<file path="config.mk">
export PLATFORM = sky130hd
export DESIGN_NAME = pipe_hazard_ctrl_flat
export DESIGN_NICKNAME = d
export VERILOG_FILES = /design/src/rtl/pipe_pkg.sv /design/src/rtl/pipe_hazard_ctrl_if.sv /design/src/rtl/load_use_detect.sv /design/src/rtl/pipe_hazard_ctrl.sv /design/src/flat_wrapper.sv
export SDC_FILE = /design/constraint.sdc
export NUM_CORES = 1
export LEC_CHECK = 0
export CAP_MARGIN = 20
export CORE_UTILIZATION = 43
export DETAILED_ROUTE_END_ITERATION = 16
export PLACE_DENSITY = 0.86
export SYNTH_ARGS = -nofsm -noshare
export SYNTH_HDL_FRONTEND = slang
export SYNTH_SLANG_ARGS = --single-unit
</file>
<file path="constraint.sdc">
create_clock -name clk -period 4.4 [get_ports clk]
set_clock_uncertainty 0.1 [all_clocks]
set_input_delay 0.66 -clock clk [delete_from_list [all_inputs] [get_ports clk]]
set_output_delay 0.66 -clock clk [all_outputs]
set_load 0.05 [all_outputs]
</file>
<file path="src/rtl/pipe_pkg.sv">
`default_nettype none
// ============================================================================
// Package     : pipe_pkg
// Description : Shared encodings for the pipeline hazard controller.
//               These cover the FSM states, the PC-select codes and the
//               exception vector.
// Revision    : 1.0 - initial release
// ============================================================================
package pipe_pkg;

    localparam int STATE_W  = 3;
    localparam int PC_SEL_W = 2;

    // Debug-visible state encoding; the values are exported on the state port
    typedef enum logic [STATE_W-1:0] {
        ST_RUN      = 3'd0,
        ST_LU_STALL = 3'd1,
        ST_MEM_WAIT = 3'd2,
        ST_IRQ_TAKE = 3'd3,
        ST_IRQ_HOLD = 3'd4
    } state_t;

    // Next-PC source select
    localparam logic [PC_SEL_W-1:0] PC_SEL_SEQ    = 2'd0;  // PC + 4
    localparam logic [PC_SEL_W-1:0] PC_SEL_BRANCH = 2'd1;  // branch target
    localparam logic [PC_SEL_W-1:0] PC_SEL_JUMP   = 2'd2;  // jump target
    localparam logic [PC_SEL_W-1:0] PC_SEL_EXC    = 2'd3;  // exception vector

    // Address fetched when pc_sel selects the exception vector
    localparam logic [31:0] EXC_VECTOR = 32'h8000_0180;

endpackage : pipe_pkg
`default_nettype wire

</file>
<file path="src/rtl/pipe_hazard_ctrl_if.sv">
`default_nettype none
// ============================================================================
// Interface   : pipe_hazard_ctrl_if
// Description : Bundle between the pipeline datapath (master) and the hazard
//               controller (slave).  It carries hazard sources into the
//               controller and stage enables, flushes and PC select out of it.
// Revision    : 1.0 - initial release
// ============================================================================
interface pipe_hazard_ctrl_if
    import pipe_pkg::*;
#(
    parameter int REG_W = 5
);

    // Hazard sources from the datapath
    logic [REG_W-1:0]    id_rs;
    logic [REG_W-1:0]    id_rt;
    logic                id_uses_rt;
    logic                id_jump;
    logic                ex_mem_read;
    logic [REG_W-1:0]    ex_rt;
    logic                ex_branch_taken;
    logic                mem_busy;
    logic                irq;
    logic                pc31;

    // Controls back to the datapath
    logic                if_en;
    logic                if2id_en;
    logic                id2ex_en;
    logic                ex2mem_en;
    logic                mem2wb_en;
    logic                if2id_flush;
    logic                id2ex_flush;
    logic [PC_SEL_W-1:0] pc_sel;
    logic                irq_ack;
    logic                bus_timeout;
    logic [STATE_W-1:0]  state;

    modport master (
        output id_rs, id_rt, id_uses_rt, id_jump, ex_mem_read, ex_rt,
               ex_branch_taken, mem_busy, irq, pc31,
        input  if_en, if2id_en, id2ex_en, ex2mem_en, mem2wb_en,
               if2id_flush, id2ex_flush, pc_sel, irq_ack, bus_timeout, state
    );

    modport slave (
        input  id_rs, id_rt, id_uses_rt, id_jump, ex_mem_read, ex_rt,
               ex_branch_taken, mem_busy, irq, pc31,
        output if_en, if2id_en, id2ex_en, ex2mem_en, mem2wb_en,
               if2id_flush, id2ex_flush, pc_sel, irq_ack, bus_timeout, state
    );

endinterface : pipe_hazard_ctrl_if
`default_nettype wire

</file>
<file path="src/rtl/load_use_detect.sv">
`default_nettype none
// ============================================================================
// Module      : load_use_detect
// Description : Combinational load-use hazard check.  It compares the
//               destination of a load in ID2EX with the sources of the
//               instruction in IF2ID.  Register $0 never matches.
// Revision    : 1.0 - initial release
// ============================================================================
module load_use_detect #(
    parameter int REG_W = 5
) (
    input  wire             i_ex_mem_read,
    input  wire [REG_W-1:0] i_ex_rt,
    input  wire [REG_W-1:0] i_id_rs,
    input  wire [REG_W-1:0] i_id_rt,
    input  wire             i_id_uses_rt,
    output logic            o_hazard
);

    logic w_dest_live;
    logic w_rs_match;
    logic w_rt_match;

    // $0 is hardwired to zero, so a load targeting it never creates a hazard
    assign w_dest_live = (i_ex_rt != '0);
    assign w_rs_match  = (i_ex_rt == i_id_rs);
    assign w_rt_match  = i_id_uses_rt & (i_ex_rt == i_id_rt);

    assign o_hazard = i_ex_mem_read & w_dest_live & (w_rs_match | w_rt_match);

endmodule : load_use_detect
`default_nettype wire

</file>
<file path="src/rtl/pipe_hazard_ctrl.sv">
`default_nettype none
// ============================================================================
// Module      : pipe_hazard_ctrl
// Description : Pipeline hazard / stall controller.  It handles memory
//               wait with a timeout, taken branches, jumps, load-use stalls
//               and interrupt entry.  Outputs are decoded from the state and,
//               in the RUN-like states, from the live hazard inputs.
// Revision    : 1.0 - initial release
// ============================================================================
module pipe_hazard_ctrl
    import pipe_pkg::*;
#(
    parameter int MEM_TIMEOUT = 15,
    parameter int REG_W       = 5
) (
    input  wire               clk,
    input  wire               rst,
    pipe_hazard_ctrl_if.slave bus
);

    localparam int                c_cnt_w   = $clog2(MEM_TIMEOUT + 1);
    localparam logic [c_cnt_w-1:0] c_timeout = c_cnt_w'(MEM_TIMEOUT);

    state_t               r_state;
    state_t               w_next;
    logic [c_cnt_w-1:0]   r_cnt;
    logic                 r_bus_timeout;
    // Set after a timeout so the still-asserted mem_busy is ignored until it drops
    logic                 r_busy_mask;
    // Set once an interrupt is taken so the same level is not acknowledged twice
    logic                 r_irq_mask;

    logic                 w_lu_hazard;
    logic                 w_busy;
    logic                 w_accept;
    logic                 w_counting;
    logic [c_cnt_w-1:0]   w_cnt_inc;
    logic                 w_timeout_hit;

    logic [4:0]           w_en;       // {if, if2id, id2ex, ex2mem, mem2wb}
    logic                 w_if2id_flush;
    logic                 w_id2ex_flush;
    logic [PC_SEL_W-1:0]  w_pc_sel;
    logic                 w_irq_ack;

    load_use_detect #(
        .REG_W (REG_W)
    ) u_load_use_detect (
        .i_ex_mem_read (bus.ex_mem_read),
        .i_ex_rt       (bus.ex_rt),
        .i_id_rs       (bus.id_rs),
        .i_id_rt       (bus.id_rt),
        .i_id_uses_rt  (bus.id_uses_rt),
        .o_hazard      (w_lu_hazard)
    );

    assign w_busy     = bus.mem_busy & ~r_busy_mask;
    assign w_accept   = (r_state == ST_RUN) & bus.irq & ~bus.pc31 & ~r_irq_mask;
    assign w_counting = (r_state != ST_IRQ_TAKE);

    // Busy-cycle count including the current cycle; the first busy cycle counts as 1
    assign w_cnt_inc     = ((r_state == ST_MEM_WAIT) ? r_cnt : '0) + c_cnt_w'(1);
    assign w_timeout_hit = (w_cnt_inc >= c_timeout);

    // Next state and control decode, highest-priority hazard first
    always_comb begin
        w_next        = r_state;
        w_en          = 5'b11111;
        w_if2id_flush = 1'b0;
        w_id2ex_flush = 1'b0;
        w_pc_sel      = PC_SEL_SEQ;
        w_irq_ack     = 1'b0;

        case (r_state)
            ST_IRQ_TAKE: begin
                w_pc_sel      = PC_SEL_EXC;
                w_if2id_flush = 1'b1;
                w_id2ex_flush = 1'b1;
                w_irq_ack     = 1'b1;
                w_next        = ST_IRQ_HOLD;
            end

            ST_MEM_WAIT: begin
                w_en   = 5'b00000;
                w_next = (w_busy && !w_timeout_hit) ? ST_MEM_WAIT : ST_RUN;
            end

            // RUN, LU_STALL and IRQ_HOLD share hazard handling; only RUN accepts irq
            default: begin
                w_next = (r_state == ST_IRQ_HOLD && bus.irq) ? ST_IRQ_HOLD : ST_RUN;
                if (w_busy) begin
                    w_en   = 5'b00000;
                    w_next = w_timeout_hit ? ST_RUN : ST_MEM_WAIT;
                end else if (bus.ex_branch_taken) begin
                    // The branch wins this cycle; a pending irq is taken right after
                    w_pc_sel      = PC_SEL_BRANCH;
                    w_if2id_flush = 1'b1;
                    w_id2ex_flush = 1'b1;
                    if (w_accept) begin
                        w_next = ST_IRQ_TAKE;
                    end
                end else if (w_accept) begin
                    w_next = ST_IRQ_TAKE;
                end else if (bus.id_jump) begin
                    w_pc_sel      = PC_SEL_JUMP;
                    w_if2id_flush = 1'b1;
                end else if (w_lu_hazard) begin
                    w_en[4]       = 1'b0;
                    w_en[3]       = 1'b0;
                    w_id2ex_flush = 1'b1;
                    w_next        = ST_LU_STALL;
                end
            end
        endcase
    end

    // State register, busy counter, sticky timeout and the two masks
    always_ff @(posedge clk or posedge rst) begin
        if (rst) begin
            r_state       <= ST_RUN;
            r_cnt         <= '0;
            r_bus_timeout <= 1'b0;
            r_busy_mask   <= 1'b0;
            r_irq_mask    <= 1'b0;
        end else begin
            r_state <= w_next;
            r_cnt   <= (w_next == ST_MEM_WAIT) ? w_cnt_inc : '0;

            if (w_counting && w_busy && w_timeout_hit) begin
                r_bus_timeout <= 1'b1;
                r_busy_mask   <= 1'b1;
            end else if (!bus.mem_busy) begin
                r_busy_mask   <= 1'b0;
            end

            if (r_state == ST_IRQ_TAKE) begin
                r_irq_mask <= 1'b1;
            end else if (!bus.irq) begin
                r_irq_mask <= 1'b0;
            end
        end
    end

    // While rst is high the decoded controls fall back to free-running values
    assign bus.if_en       = rst | w_en[4];
    assign bus.if2id_en    = rst | w_en[3];
    assign bus.id2ex_en    = rst | w_en[2];
    assign bus.ex2mem_en   = rst | w_en[1];
    assign bus.mem2wb_en   = rst | w_en[0];
    assign bus.if2id_flush = ~rst & w_if2id_flush;
    assign bus.id2ex_flush = ~rst & w_id2ex_flush;
    assign bus.pc_sel      = rst ? PC_SEL_SEQ : w_pc_sel;
    assign bus.irq_ack     = ~rst & w_irq_ack;
    assign bus.bus_timeout = r_bus_timeout;
    assign bus.state       = r_state;

endmodule : pipe_hazard_ctrl
`default_nettype wire

</file>
<file path="src/flat_wrapper.sv">
// flat-port wrapper written by rule: the top's interface ports become plain ports
module pipe_hazard_ctrl_flat import pipe_pkg::*;
#(
    parameter int MEM_TIMEOUT = 15,
    parameter int REG_W       = 5
)
  (clk, rst, bus_id_rs, bus_id_rt, bus_id_uses_rt, bus_id_jump, bus_ex_mem_read, bus_ex_rt, bus_ex_branch_taken, bus_mem_busy, bus_irq, bus_pc31, bus_if_en, bus_if2id_en, bus_id2ex_en, bus_ex2mem_en, bus_mem2wb_en, bus_if2id_flush, bus_id2ex_flush, bus_pc_sel, bus_irq_ack, bus_bus_timeout, bus_state);
  pipe_hazard_ctrl_if #(.REG_W(REG_W)) bus_i ();
  input  wire clk;
  input  wire rst;
  input wire logic [$bits(bus_i.id_rs)-1:0] bus_id_rs;
  input wire logic [$bits(bus_i.id_rt)-1:0] bus_id_rt;
  input wire logic [$bits(bus_i.id_uses_rt)-1:0] bus_id_uses_rt;
  input wire logic [$bits(bus_i.id_jump)-1:0] bus_id_jump;
  input wire logic [$bits(bus_i.ex_mem_read)-1:0] bus_ex_mem_read;
  input wire logic [$bits(bus_i.ex_rt)-1:0] bus_ex_rt;
  input wire logic [$bits(bus_i.ex_branch_taken)-1:0] bus_ex_branch_taken;
  input wire logic [$bits(bus_i.mem_busy)-1:0] bus_mem_busy;
  input wire logic [$bits(bus_i.irq)-1:0] bus_irq;
  input wire logic [$bits(bus_i.pc31)-1:0] bus_pc31;
  output wire logic [$bits(bus_i.if_en)-1:0] bus_if_en;
  output wire logic [$bits(bus_i.if2id_en)-1:0] bus_if2id_en;
  output wire logic [$bits(bus_i.id2ex_en)-1:0] bus_id2ex_en;
  output wire logic [$bits(bus_i.ex2mem_en)-1:0] bus_ex2mem_en;
  output wire logic [$bits(bus_i.mem2wb_en)-1:0] bus_mem2wb_en;
  output wire logic [$bits(bus_i.if2id_flush)-1:0] bus_if2id_flush;
  output wire logic [$bits(bus_i.id2ex_flush)-1:0] bus_id2ex_flush;
  output wire logic [$bits(bus_i.pc_sel)-1:0] bus_pc_sel;
  output wire logic [$bits(bus_i.irq_ack)-1:0] bus_irq_ack;
  output wire logic [$bits(bus_i.bus_timeout)-1:0] bus_bus_timeout;
  output wire logic [$bits(bus_i.state)-1:0] bus_state;
  assign bus_i.id_rs = bus_id_rs;
  assign bus_i.id_rt = bus_id_rt;
  assign bus_i.id_uses_rt = bus_id_uses_rt;
  assign bus_i.id_jump = bus_id_jump;
  assign bus_i.ex_mem_read = bus_ex_mem_read;
  assign bus_i.ex_rt = bus_ex_rt;
  assign bus_i.ex_branch_taken = bus_ex_branch_taken;
  assign bus_i.mem_busy = bus_mem_busy;
  assign bus_i.irq = bus_irq;
  assign bus_i.pc31 = bus_pc31;
  assign bus_if_en = bus_i.if_en;
  assign bus_if2id_en = bus_i.if2id_en;
  assign bus_id2ex_en = bus_i.id2ex_en;
  assign bus_ex2mem_en = bus_i.ex2mem_en;
  assign bus_mem2wb_en = bus_i.mem2wb_en;
  assign bus_if2id_flush = bus_i.if2id_flush;
  assign bus_id2ex_flush = bus_i.id2ex_flush;
  assign bus_pc_sel = bus_i.pc_sel;
  assign bus_irq_ack = bus_i.irq_ack;
  assign bus_bus_timeout = bus_i.bus_timeout;
  assign bus_state = bus_i.state;
  pipe_hazard_ctrl #(.MEM_TIMEOUT(MEM_TIMEOUT), .REG_W(REG_W)) u_core (.clk(clk), .rst(rst), .bus(bus_i));
endmodule
</file>
==> results of run 1 <==
==> power by group through the flow <==
stage	Clock (mW)	Sequential, mW	Combinational (mW)
after floorplan	0	0.102	0.0515
after global placement	0	0.0987	0.0908
after detailed placement	0	0.0990	0.0929
after CTS	0.0605	0.0973	0.0932
after global routing	0.0667	0.0974	0.0982
final	0.0582	0.0973	0.0925
==> kinds of logic (layout without fill, tap and decap cells) <==
kind of cell,Yosys count,after routing,share of synthesized area [%]
adders and majority gates,2,2,3.10
DFF,10,10,31.0
xor gates and xnor gates,13,13,14.1
buffers and inverters,7,43,4.81
and+or+nand+nor,41,41,32.1
AOI/OAI and AO/OA,13,13,14.9
==> final cells by class <==
cell class              count  area [µm²]  area share [%]
multi-input cells          69         518            43.0
repair buffers             37         370            30.8
flip-flops and latches     10         250            20.8
well taps                  25        31.3            2.60
clock buffers               3        22.5            1.87
inverters                   3        11.3           0.936
==> routing by layer <==
metal  share of wire, %  GRT usage, %  vias to the layer above  routed length, µm
met5                  0             0                        -                  0
met4                2.1          7.27                        0                 43
met3                3.0          6.40                        6                 62
met2                 53          39.1                       16               1080
met1                 42          24.4                      351                847
li1                   -             -                      370                  -
==> state kept, by name, summed over array words and instances (netlist names) <==
signal,count
u_core.r_cnt,4
u_core.r_irq_mask,1
u_core.bus.bus_timeout,1
u_core.r_busy_mask,1
u_core.bus.state,3
==> stage by stage <==
stage / util, % / worst slack [ns] / cell area [µm²] / total power [mW] / hold WS, ns
after CTS: 69.0 / 0.610 / 1200 / 0.251 / 0.369
after global placement: 67.7 / 0.687 / 1180 / 0.190 / 0.351
after global routing: 69.0 / 0.573 / 1200 / 0.262 / 0.403
after floorplan: - / 0.856 / 807 / 0.153 / 0.370
final: 69.0 / 0.624 / 1200 / 0.248 / 0.360
after detailed placement: 67.7 / 0.611 / 1180 / 0.192 / 0.347
==> how the worst max path moves through the flow <==
stage	start	to	slack, ns
after floorplan	u_core.bus.state[2]	bus_if_en	0.86
after global placement	bus_irq	bus_if2id_en	0.69
after detailed placement	bus_irq	bus_if_en	0.61
after CTS	bus_irq	bus_if_en	0.61
after global routing	bus_irq	bus_if_en	0.57
final	bus_irq	bus_if_en	0.62
==> cell usage in the layout, fill, tap and decap left out, drive strengths merged, types with 3 or more instances in the layout <==
master         count
nand3              5
xnor2             10
nand2              9
nor2               5
inv                3
clkbuf             3
nor3               5
clkdlybuf4s50     37
a21oi              3
xor2               3
dfrtp             10
==> insert_results.sql, run 1 <==
INSERT INTO impl_metrics (metric_group, metric, value, unit) VALUES
('outcome', 'status', 'finished, final reports clean', ''),
('critical_path', 'regToRegStartpoint', 'u_core.bus.state[1]', ''),
('global_routing', 'global_route_wire_length_before_repair', '3120', 'µm'),
('yosys', 'share_of_flip_flops_with_an_asynchronous_set_or_reset_after_synthesis', '100', '%'),
('floorplan', 'ioPinCount', '38', ''),
('critical_path', 'cp.arrival', '3.02', 'ns'),
('hold_path', 'min-delay-start', 'u_core.bus.bus_timeout', ''),
('pwr', 'switching_share', '31.6', '%'),
('yosys', 'post-synth-top-area-cell', 'sky130_fd_sc_hd__dfrtp_1', ''),
('routing', 'drt_first_iter_violations', '7', ''),
('cts', 'worstSkewPairLatency', '0.26', 'ns'),
('floorplan', 'die_extent_in_x', '45.3', 'µm'),
('routing', 'route.final.wire_length', '2040', 'µm'),
('timing', 'final.period_utilization', '85.8', '%'),
('cts', 'cts_max_level', '1', ''),
('cts', 'numCtsBuffers', '3', ''),
('yosys', 'ys_top_cells_by_area', 'sky130_fd_sc_hd__dfrtp_1 (31%), sky130_fd_sc_hd__xnor2_1 (11%), sky130_fd_sc_hd__nand2_1 (4.2%), sky130_fd_sc_hd__o311ai_4 (3.3%), sky130_fd_sc_hd__xor2_1 (3.3%)', ''),
('timing', 'layout_min_cycle_time', '3.78', 'ns'),
('routing', 'wl_per_cell', '13.9', 'µm'),
('cts', 'clock_tree.root_cell', 'sky130_fd_sc_hd__clkbuf_4', ''),
('routing', 'route.detailed.vias_per_inst', '5.05', ''),
('cts', 'clkSinkCount', '10', ''),
('critical_path', 'critical_path.cell_chain', 'clkdlybuf4s50_1, or3b_4, nor4_4, nor4b_1, a21boi_1, clkdlybuf4s50_1', ''),
('global_routing', 'grt_start_max_net_pins', '11', ''),
('cts', 'cts_hold_repair.buffers', '0', ''),
('final_layout', 'drive_above_1_share', '10.7', '%'),
('yosys', 'synth_top_area_share', '31.0', '%'),
('critical_path', 'crit_required', '3.64', 'ns'),
('critical_path', 'critical_path_s_slowest_cell', 'sky130_fd_sc_hd__clkdlybuf4s50_1', ''),
('pwr', 'internal_power', '0.170', 'mW'),
('yosys', 'synth-seq-cells', '10', ''),
('cts', 'post_cts_resized', '0', ''),
('critical_path', 'critical_path.startpoint_type', 'input port', ''),
('hold_path', 'whs_path_depth', '1', ''),
('critical_path', 'timing.critical_path.depth', '6', ''),
('pwr', 'p_clk_share', '23.5', '%'),
('placed_design', 'placement.io_buffers', '37', ''),
('hold_path', 'timing.hold.worst.class', 'flop to flop', ''),
('pwr', 'p_sw', '0.0783', 'mW'),
('routing', 'remaining_drc_errors', '0', ''),
('critical_path', 'timing_worst_setup_path_type', 'input port to primary output', ''),
('global_routing', 'grt_usage', '21.8', '%'),
('timing', 'timing.final.max_slew_violations', '0', ''),
('cts', 'clk_pin_slew_worst_paths', '0.05', 'ns'),
('yosys', 'synth_fp_nets', '112', ''),
('floorplan', 'fp.coreArea', '1750', 'µm²'),
('yosys', 'synth_enable_flop_cells', '0', ''),
('critical_path', 'timing.reg2reg.worst_path_depth', '7', ''),
('final_layout', 'fillerInstances', '154', ''),
('yosys', 'netlist_top_cells_count', 'sky130_fd_sc_hd__dfrtp_1 (10), sky130_fd_sc_hd__xnor2_1 (10), sky130_fd_sc_hd__nand2_1 (9)', ''),
('yosys', 'syn_avg_cell_area', '9.38', 'µm²'),
('pwr', 'leakage', '0.511', 'nW'),
('cts', 'post_cts_buffers', '0', ''),
('critical_path', 'rrSetupSlack', '2.22', 'ns'),
('critical_path', 'worst-path-max-fanout', '5', ''),
('job', 'max_cap_violations', '0', ''),
('placed_design', 'finalWeightedCongestion', '0.870', ''),
('final_layout', 'layout.cells.non_filler', '147', ''),
('routing', 'final_antenna_net_count', '0', ''),
('pwr', 'ir_worst_vdd', '0.000172', 'V'),
('routing', 'vias', '743', ''),
('pwr', 'comb_power_share', '37.3', '%'),
('routing', 'detailedRoute.firstPassIterationCount', '3', ''),
('final_layout', 'diodes', '0', ''),
('yosys', 'synth_seq_area_share', '31.0', '%'),
('pwr', 'share_seq_of_total_power', '39.2', '%'),
('floorplan', 'start_util', '46.2', '%'),
('placed_design', 'place.detailed.hpwl', '1740', 'µm'),
('critical_path', 'crit_buf_inv', '2', ''),
('floorplan', 'die_area', '2050', 'µm²'),
('global_routing', 'initial_antenna_violation_count', '0', '');
Note: power is estimated with default switching activity, not from simulation.
==> run 2: changes to the inputs <==
Settings changed: CORE_UTILIZATION 43 to 45, CTS_BUF_LIST set to sky130_fd_sc_hd__clkbuf_4 sky130_fd_sc_hd__clkbuf_8, PLACE_DENSITY 0.86 to 0.89.
==> insert_results.sql, run 2 (synthesized netlist as in run 1, its figures left out) <==
INSERT INTO impl_metrics (metric_group, metric, value, unit) VALUES
('critical_path', 'timing_worst_setup_path_type', 'input port to primary output', ''),
('global_routing', 'grt_usage', '24.9', '%'),
('placed_design', 'placed_cell_area', '1180', 'µm²'),
('final_layout', 'drive_above_1_share', '11.4', '%'),
('final_layout', 'fillerInstances', '111', ''),
('final_layout', 'mostFrequentLayoutCells', 'sky130_fd_sc_hd__clkdlybuf4s50_1 (37), sky130_fd_sc_hd__xnor2_1 (10), sky130_fd_sc_hd__dfrtp_1 (10), sky130_fd_sc_hd__nand2_1 (9)', ''),
('cts', 'clock_tree.root_cell', 'sky130_fd_sc_hd__clkbuf_4', ''),
('critical_path', 'regToRegStartpoint', 'u_core.bus.state[1]', ''),
('placed_design', 'place.detailed.hpwl', '1750', 'µm'),
('hold_path', 'min-delay-start', 'u_core.bus.bus_timeout', ''),
('timing', 'relSlewSlack', '65.3', '%'),
('routing', 'detailedRoute.firstPassIterationCount', '4', ''),
('timing', 'timing.final.max_slew_violations', '0', ''),
('pwr', 'leakage', '0.518', 'nW'),
('cts', 'clkSinkCount', '10', ''),
('cts', 'worstSkewPairLatency', '0.28', 'ns'),
('final_layout', 'finalInstanceArea', '1220', 'µm²'),
('floorplan', 'start_util', '50.6', '%'),
('final_layout', 'final_nets', '150', ''),
('floorplan', 'die_y', '44.4', 'µm'),
('global_routing', 'number_of_global_route_vias_before_repair', '762', ''),
('floorplan', 'die_area', '1970', 'µm²'),
('routing', 'route.detailed.vias_per_inst', '5.09', ''),
('placed_design', 'finalWeightedCongestion', '0.738', ''),
('pwr', 'ir_worst_vdd', '0.000235', 'V'),
('outcome', 'status', 'finished, final reports clean', ''),
('routing', 'route.final.wire_length', '2080', 'µm'),
('timing', 'final.period_utilization', '86.3', '%'),
('critical_path', 'worst-path-max-fanout', '4', ''),
('final_layout', 'final_common_cell', 'sky130_fd_sc_hd__clkdlybuf4s50_1', ''),
('cts', 'cts_max_level', '1', ''),
('global_routing', 'initial_antenna_violation_count', '0', ''),
('final_layout', 'diodes', '0', ''),
('floorplan', 'die_extent_in_x', '44.4', 'µm'),
('placed_design', 'placement.io_buffers', '37', ''),
('routing', 'vias', '748', ''),
('timing', 'layout_min_cycle_time', '3.80', 'ns'),
('timing', 'report.final.hold_viol_count', '0', ''),
('routing', 'drt_first_iter_violations', '20', ''),
('critical_path', 'critical_path.startpoint_type', 'input port', ''),
('cts', 'tritoncts', 'yes', ''),
('timing', 'setup_viol', '0', ''),
('pwr', 'power_density', '228', 'nW/µm²'),
('floorplan', 'ioPinCount', '38', ''),
('routing', 'wl_per_cell', '14.1', 'µm'),
('floorplan', 'fp.coreArea', '1590', 'µm²'),
('cts', 'post_cts_buffers', '0', ''),
('timing', 'fmax', '263', 'MHz'),
('critical_path', 'critical_path.startpoint', 'bus_ex_rt[0]', ''),
('global_routing', 'gr-total-overflow', '0', ''),
('global_routing', 'global_route_wire_length_before_repair', '3480', 'µm'),
('critical_path', 'crit_required', '3.64', 'ns'),
('final_layout', 'final_util', '76.3', '%'),
('job', 'max_cap_violations', '0', ''),
('critical_path', 'cp.arrival', '3.04', 'ns'),
('timing', 'setup_repair_after_global_routing_missed_its_margin', 'no', ''),
('global_routing', 'grt_start_max_net_pins', '11', ''),
('timing', 'worst_slew_pin_tran', '0.518', 'ns'),
('cts', 'numCtsBuffers', '3', ''),
('floorplan', 'placementRows', '14', ''),
('hold_path', 'timing.hold.worst.class', 'flop to flop', ''),
('cts', 'max_buffers_root_to_sink', '2', ''),
('final_layout', 'flip_flop_count_of_the_largest_register_after_layout', '4', ''),
('routing', 'remaining_drc_errors', '0', ''),
('pwr', 'design_power_total', '0.277', 'mW'),
('critical_path', 'timing.critical_path.to_type', 'primary output', ''),
('final_layout', 'largest_register', 'u_core.r_cnt', ''),
('timing', 'timing.hold.ws', '0.373', 'ns'),
('timing', 'timing.setup.tns', '0', 'ns'),
('cts', 'cts_hold_repair.buffers', '0', ''),
('cts', 'post_cts_resized', '0', ''),
('routing', 'final_antenna_net_count', '0', ''),
('final_layout', 'area_delta_synth_final', '50.7', '%'),
('cts', 'clk_pin_slew_worst_paths', '0.07', 'ns');
run 2: cell count changes in the layout (fill, tap and decap cells not counted):
cell                       previous run  this run
sky130_fd_sc_hd__clkbuf_8             0         1
run 2: worst max-delay path: stages:
cell and delay, ns:
sky130_fd_sc_hd__clkdlybuf4s50_1 0.49, sky130_fd_sc_hd__or4_4 0.58, sky130_fd_sc_hd__o21ai_4 0.19, sky130_fd_sc_hd__nor4b_1 0.08, sky130_fd_sc_hd__a21boi_1 0.21, sky130_fd_sc_hd__clkdlybuf4s50_1 0.83
run 2: routing by layer:
layer	track usage [%]	wire length, µm
met5	0	0
met4	10.3	37
met3	6.12	74
met2	41.5	1070
met1	30.7	896
run 2: worst paths after layout:
kind	end	depth (start not counted)	slack, ns
max	bus_if_en	6	0.60
min	u_core.bus.bus_timeout	1	0.37
max reg2reg	u_core.r_cnt[1]	7	2.21
min reg2reg	u_core.bus.bus_timeout	1	0.37
max in group asynchronous	u_core.bus.bus_timeout	2	3.14
min in group asynchronous	u_core.r_cnt[1]	2	0.79
run 2: area by class of cell:
class | count | area, µm² | area share, %
tap | 24 | 30.0 | 2.47
multi-input combinational | 69 | 518 | 42.6
inverter | 3 | 11.3 | 0.926
sequential | 10 | 250 | 20.6
timing repair buffer | 37 | 370 | 30.5
clock buffer | 4 | 36.3 | 2.98
run 2: where the power goes:
group	total, mW	internal (mW)	switching, mW
sequential	0.0973	0.0944	0.00297
clock	0.0870	0.0504	0.0366
combinational	0.0924	0.0439	0.0485
run 2: stage by stage:
step / std cells / setup slack, ns
2_1_floorplan: 86 / 0.856
3_3_place_gp: 143 / 0.704
3_5_place_dp: 143 / 0.614
4_1_cts: 147 / 0.614
5_1_grt: 147 / 0.505
6_report: 147 / 0.603
